**src/rtl/note_scroller.sv**
```systemverilog
// note_scroller: falling-note engine for Squat Hero.
//
// Holds up to NUM_SLOTS notes. Each note is a NOTE_W x NOTE_H rectangle in
// one of four lanes. Every note moves down by SPEED once per frame, on the
// vsync falling edge. Spawn requests come from the song sequencer and hit
// requests come from the squat detector. Hits and misses are scored. The
// block also gives videoGen per-pixel note and hit-line flags for the
// current x,y.
//
// Build option: define MISS_ON_EMPTY_HIT_EN to score a hit_req that matches
// no note as a miss. If it is undefined, such a hit_req is ignored.
//
// Ports:
//   reset          async, active-high reset
//   vgaclk         pixel clock
//   x, y           current pixel column and row
//   vsync          active-low vertical sync
//   spawn_valid    spawn request
//   spawn_lane     lane of the requested note
//   spawn_ready    high while at least one slot is free
//   hit_req        one-cycle squat-detected pulse
//   hit_lane       lane the player targeted
//   note_pixel     x,y lies inside a live note
//   hitline_pixel  y lies in [HIT_Y, HIT_Y+2)
//   hit_pulse      one-cycle pulse when a hit is scored
//   miss_pulse     one-cycle pulse when one or more misses are scored
//   hit_cnt        saturating hit count
//   miss_cnt       saturating miss count
//
// Spawn handshake: a note is accepted on any rising vgaclk edge where
// spawn_valid and spawn_ready are both high. spawn_ready depends only on
// registered slot state. A request made while spawn_ready is low is dropped,
// not queued.
module note_scroller #(
  parameter int         NUM_SLOTS  = 4,
  parameter logic [9:0] NOTE_W     = 10'd64,
  parameter logic [9:0] NOTE_H     = 10'd16,
  parameter logic [9:0] LANE_X0    = 10'd64,
  parameter logic [9:0] LANE_PITCH = 10'd128,
  parameter logic [9:0] SPEED      = 10'd2,
  parameter logic [9:0] Y_START    = 10'd0,
  parameter logic [9:0] Y_END      = 10'd480,
  parameter logic [9:0] HIT_Y      = 10'd400,
  parameter logic [9:0] HIT_WIN    = 10'd16
) (
  input  logic       reset,
  input  logic       vgaclk,
  input  logic [9:0] x,
  input  logic [9:0] y,
  input  logic       vsync,
  input  logic       spawn_valid,
  input  logic [1:0] spawn_lane,
  output logic       spawn_ready,
  input  logic       hit_req,
  input  logic [1:0] hit_lane,
  output logic       note_pixel,
  output logic       hitline_pixel,
  output logic       hit_pulse,
  output logic       miss_pulse,
  output logic [7:0] hit_cnt,
  output logic [7:0] miss_cnt
);

  // The hit window is computed in 11 bits. The lower bound stops at 0 so
  // the subtraction cannot wrap.
  localparam logic [10:0] HIT_LO = (HIT_Y >= HIT_WIN) ?
                                   ({1'b0, HIT_Y} - {1'b0, HIT_WIN}) : 11'd0;
  localparam logic [10:0] HIT_HI = {1'b0, HIT_Y} + {1'b0, HIT_WIN};

  logic [NUM_SLOTS-1:0] valid;
  logic [1:0]           lane [NUM_SLOTS];
  logic [9:0]           ypos [NUM_SLOTS];
  logic                 vsync_q;
  logic                 frame_tick;

  logic [NUM_SLOTS-1:0] spawn_sel;   // one-hot: slot that takes the spawn
  logic [NUM_SLOTS-1:0] hit_sel;     // one-hot: slot cleared by the hit
  logic [NUM_SLOTS-1:0] expired;
  logic [10:0]          adv_sum [NUM_SLOTS];
  logic                 hit_found;
  logic                 empty_miss;
  logic [3:0]           miss_add;
  logic [8:0]           miss_sum;
  logic [8:0]           hit_sum;

  assign frame_tick  = vsync_q & ~vsync;
  assign spawn_ready = ~&valid;

  // All decisions below use only the state from before the edge. A slot
  // freed by a hit or an expiry can take a spawn only on a later cycle.
  always_comb begin
    logic spawn_taken;
    logic hit_taken;
    spawn_sel   = '0;
    hit_sel     = '0;
    expired     = '0;
    spawn_taken = 1'b0;
    hit_taken   = 1'b0;
    miss_add    = 4'd0;
    for (int i = 0; i < NUM_SLOTS; i++) begin
      adv_sum[i] = {1'b0, ypos[i]} + {1'b0, SPEED};
      if (!valid[i] && !spawn_taken) begin
        spawn_sel[i] = spawn_valid;
        spawn_taken  = 1'b1;
      end
      if (hit_req && valid[i] && !hit_taken && (lane[i] == hit_lane) &&
          ({1'b0, ypos[i]} >= HIT_LO) && ({1'b0, ypos[i]} <= HIT_HI)) begin
        hit_sel[i] = 1'b1;
        hit_taken  = 1'b1;
      end
    end
    // A slot cleared by a hit on this same tick does not count as expired.
    for (int i = 0; i < NUM_SLOTS; i++) begin
      expired[i] = valid[i] & frame_tick & ~hit_sel[i] &
                   (adv_sum[i] >= {1'b0, Y_END});
      miss_add   = miss_add + {3'd0, expired[i]};
    end
    hit_found = hit_taken;
`ifdef MISS_ON_EMPTY_HIT_EN
    empty_miss = hit_req & ~hit_taken;
`else
    empty_miss = 1'b0;
`endif
    miss_add = miss_add + {3'd0, empty_miss};
    miss_sum = {1'b0, miss_cnt} + {5'd0, miss_add};
    hit_sum  = {1'b0, hit_cnt} + 9'd1;
  end

  always_ff @(posedge vgaclk or posedge reset) begin
    if (reset) begin
      valid      <= '0;
      vsync_q    <= 1'b1;
      hit_cnt    <= 8'd0;
      miss_cnt   <= 8'd0;
      hit_pulse  <= 1'b0;
      miss_pulse <= 1'b0;
      for (int i = 0; i < NUM_SLOTS; i++) begin
        lane[i] <= 2'd0;
        ypos[i] <= 10'd0;
      end
    end else begin
      vsync_q    <= vsync;
      hit_pulse  <= hit_found;
      miss_pulse <= (miss_add != 4'd0);
      if (hit_found)
        hit_cnt <= (hit_sum > 9'd255) ? 8'd255 : hit_sum[7:0];
      miss_cnt <= (miss_sum > 9'd255) ? 8'd255 : miss_sum[7:0];
      for (int i = 0; i < NUM_SLOTS; i++) begin
        if (hit_sel[i] || expired[i])
          valid[i] <= 1'b0;
        else if (valid[i] && frame_tick)
          ypos[i] <= adv_sum[i][9:0];
        // A spawn can only select a slot that was free, so it never
        // conflicts with the hit or advance branches above.
        if (spawn_sel[i]) begin
          valid[i] <= 1'b1;
          lane[i]  <= spawn_lane;
          ypos[i]  <= Y_START;
        end
      end
    end
  end

  // Pixel flags have zero latency. They are not gated by blanking.
  always_comb begin
    logic [10:0] lx;
    logic [10:0] x11;
    logic [10:0] y11;
    x11        = {1'b0, x};
    y11        = {1'b0, y};
    note_pixel = 1'b0;
    for (int i = 0; i < NUM_SLOTS; i++) begin
      lx = {1'b0, LANE_X0} + ({9'd0, lane[i]} * {1'b0, LANE_PITCH});
      if (valid[i] && (x11 >= lx) && (x11 < lx + {1'b0, NOTE_W}) &&
          (y11 >= {1'b0, ypos[i]}) &&
          (y11 < {1'b0, ypos[i]} + {1'b0, NOTE_H}))
        note_pixel = 1'b1;
    end
    hitline_pixel = (y11 >= {1'b0, HIT_Y}) && (y11 < {1'b0, HIT_Y} + 11'd2);
  end

endmodule

```
**config.mk**
```make
export PLATFORM = sky130hd
export DESIGN_NAME = note_scroller
export DESIGN_NICKNAME = d
export VERILOG_FILES = /design/src/rtl/note_scroller.sv
export SDC_FILE = /design/constraint.sdc
export NUM_CORES = 1
export LEC_CHECK = 0
export CORE_ASPECT_RATIO = 0.75
export CORE_MARGIN = 2
export CORE_UTILIZATION = 56
export CTS_CLUSTER_DIAMETER = 60
export DETAILED_ROUTE_END_ITERATION = 7
export GPL_ROUTABILITY_DRIVEN = 1
export PLACE_DENSITY = 0.83
export SLEW_MARGIN = 20
export SYNTH_ARGS = -nofsm -noshare
export SYNTH_HDL_FRONTEND = slang
export SYNTH_SLANG_ARGS = --single-unit
```
**constraint.sdc**
```tcl
create_clock -name vgaclk -period 10.1 [get_ports vgaclk]
set_input_delay 2.02 -clock vgaclk [delete_from_list [all_inputs] [get_ports vgaclk]]
set_output_delay 2.02 -clock vgaclk [all_outputs]
set_load 0.01 [all_outputs]
```
==> results.txt <==
status - finished, final reports clean
CTS Sinks - 67
Crit path top cell by count - clkdlybuf4s50_1
Critical Path Source Type - input port
crit path cell chain - clkdlybuf4s50_1 > ha_1 > a41o_1 > a21oi_1 > a31oi_1 > a2111oi_0 > nand4_1 > o2111ai_1 > clkdlybuf4s50_1
peak supply drop - 88.0 uV
vias after detailed routing - 5671
Arr. time, crit path - 5270 ps
Yosys top cell area share - 0.269
initial antenna violation count - 0
fin crit period - 7290 ps
number of global-route vias before repair - 5459
max cap viols - 0
Worst Tran Pin Value - 1160 ps
Ys Warns - 0
Synth cell types - 65
delay-heaviest family, CP - buffers and inverters
Synth Net Count - 848
final setup fails - 0
Core ar. - 10800 sq um
synthesized area - 6140 sq um
DRT iter0 DRCs - 572
Worst path slowest cell - clkdlybuf4s50_1
CTS Root Cell - clkbuf_16
Final Cell Area - 6980 sq um
setup repair bufs after CTS - 0
Nets - 890
worst endpoint required time - 8080 ps
Skew-Pair Late Insertion Delay - 340 ps
FMAX - 0.137 GHz
commonest cells in the netlist - ha_1 (107), inv_1 (69), dfrtp_1 (66)
maximum root-to-sink buffer count - 2
Post-synth EDFFs - 0
row count - 33
ys flop type - dfrtp_1
Final ANT Viol Nets - 0
Final Cycle Share - 0.722
hold crit path type - register to register
die span in y - 94.7 um
Max Fanout on Critical Path - 9
register area - 1680 sq um
Crit. End Element - output port
#FFs+latches synth - 67
buffer and inverter count on the worst path - 2
cts repair resizes - 0
synth top area cells - dfrtp_1 (27%), ha_1 (22%), inv_1 (4.2%)
sum of negative setup slack - 0 ps
antenna cells - 0
htree depth - 3
Top Ports - 50
input/output buffers - 42
first-pass GRT wire length - 26500 um
Num CTS Buffers - 9
Slew headroom - 0.226
total track usage - 0.278
critical path class - input port to output port
Multi-input gate area - 4140 sq um
RSZ-0062 raised after global routing - no
DIE WIDTH - 125 um
leakage power - 3.11 nW
post-DP HPWL - 12200 um
Hold Vio Cnt, Final - 0
CTS tree - done
Initial Utilization - 0.568
Via density - 6.32
Post-Syn Instances - 710
count leader, synth - ha_1
clk slew on worst S/H paths - 60 ps
grt total ovfl - 0
share of layout cells above drive strength 1 - 0.0502
Power Density - 195 nW/um^2
CP max stage delay - 850 ps
top cell type by total area after synthesis - dfrtp_1
1st-pass router iterations - 6
Syn-to-layout area delta - 13.7%
Layout Skew - 7.88 ps
die area - 11800 sq um
Synth async-reset ratio - 1.00
Slew Viols, Final - 0
cts-stage hold buffer count - 0
RD Place Congestion - 0.908
dpl cell area - 6700 sq um
sequential area share after synthesis - 0.273
Wirelength per Cell - 18.1 um
filler instances - 857
largest net degree at the start of global routing - 68
mean area per synthesized cell - 8.65 sq um
Post-route DRC - 0
wirelength, routed - 16300 um
[layer usage]
layer,global-route usage,up-vias,part of all wire
met5,0,-,0
met4,0.0917,0,0.021
met3,0.0499,37,0.088
met2,0.459,287,0.46
met1,0.374,2691,0.43
li1,-,2656,-
[placed cells by master (no fill, tap or decap), drive strengths merged, types with 4 or more instances in the layout]
cell	instances
nand3	33
nand2b	13
nor4	7
dfrtp	66
or3	4
nand4bb	4
ha	107
mux2	9
nand4	14
o21ai	33
o31ai	9
xnor2	21
nor2	39
clkdlybuf4s50	42
a211o	4
a31o	4
a31oi	8
clkbuf	15
nor2b	4
o21a	6
o211ai	10
nand2	64
mux2i	9
a21oi	49
a21o	13
and3	10
inv	69
a211oi	5
or4	14
xor2	11
nor3	17
[power by group]
group | internal (mW) | leakage [nW] | switching (mW) | total (mW)
sequential | 0.343 | 0.869 | 0.106 | 0.449
combinational | 0.269 | 2.10 | 0.338 | 0.607
clock | 0.187 | 0.136 | 0.118 | 0.305
total | 0.799 | 3.11 | 0.562 | 1.36
[per-stage QoR]
| step | total power, mW | hold WS [ps] | setup slack [ps] | utilization | cells |
|---|---|---|---|---|---|
| 5_1_grt | 1.46 | 567 | 2780 | 0.646 | 897 |
| 2_1_floorplan | 0.843 | 493 | 4640 | - | 710 |
| 4_1_cts | 1.35 | 552 | 2950 | 0.646 | 897 |
| 3_3_place_gp | 0.991 | 526 | 2960 | 0.619 | 881 |
| 6_report | 1.36 | 553 | 2810 | 0.646 | 897 |
| 3_5_place_dp | 1.04 | 541 | 2980 | 0.619 | 881 |
[layout make-up]
type,instances,area share
clock buffers,15,0.0398
clock inverters,1,0.00107
inverters,70,0.0376
multi-input cells,559,0.593
flip-flops and latches,67,0.240
well taps,140,0.0251
repair buffers,45,0.0634
[worst reg2reg max path, cell delays in order, from the launching register on]
cell     delay [ps]
dfrtp_1         500
ha_1            310
and4_1          280
nor2_1           50
o31ai_1         220
o311a_1         470
nand2_1          90
nor2_1          240
fa_1            470
ha_1            210
ha_1            310
inv_1            60
fa_1            420
inv_1            70
a21oi_1         100
nor2_1          170
mux2_2          350
[final timing paths]
check	from	endpoint	slack (ps)	cells past startpoint
min in group asynchronous	reset	miss_cnt[0]	2270	3
worst min register to register	ypos[33]	ypos[33]	550	1
worst min-delay path	ypos[33]	ypos[33]	550	1
max in group asynchronous	reset	lane[1]	7270	3
worst max-delay path	y[9]	note_pixel	2810	9
worst max register to register	ypos[25]	miss_cnt[6]	5660	16
[registers in the layout, indices dropped and copies added (netlist names)]
signal / count
ypos: 36
hit_cnt: 8
lane: 8
miss_cnt: 8
valid: 4
hit_pulse: 1
miss_pulse: 1
vsync_q: 1
[kinds of logic (layout without fill, tap and decap cells)]
family / Yosys count / in the layout / synth area share
XOR/XNOR: 32 / 32 / 0.0456
buffers and inverters: 84 / 131 / 0.0528
flip-flops: 67 / 67 / 0.273
AO/OA/AOI/OAI: 162 / 162 / 0.172
multiplexers: 18 / 18 / 0.0312
AND/OR/NAND/NOR: 238 / 238 / 0.201
adder cells (fa/ha/maj): 109 / 109 / 0.224
Power figures use the tool's default switching activity.
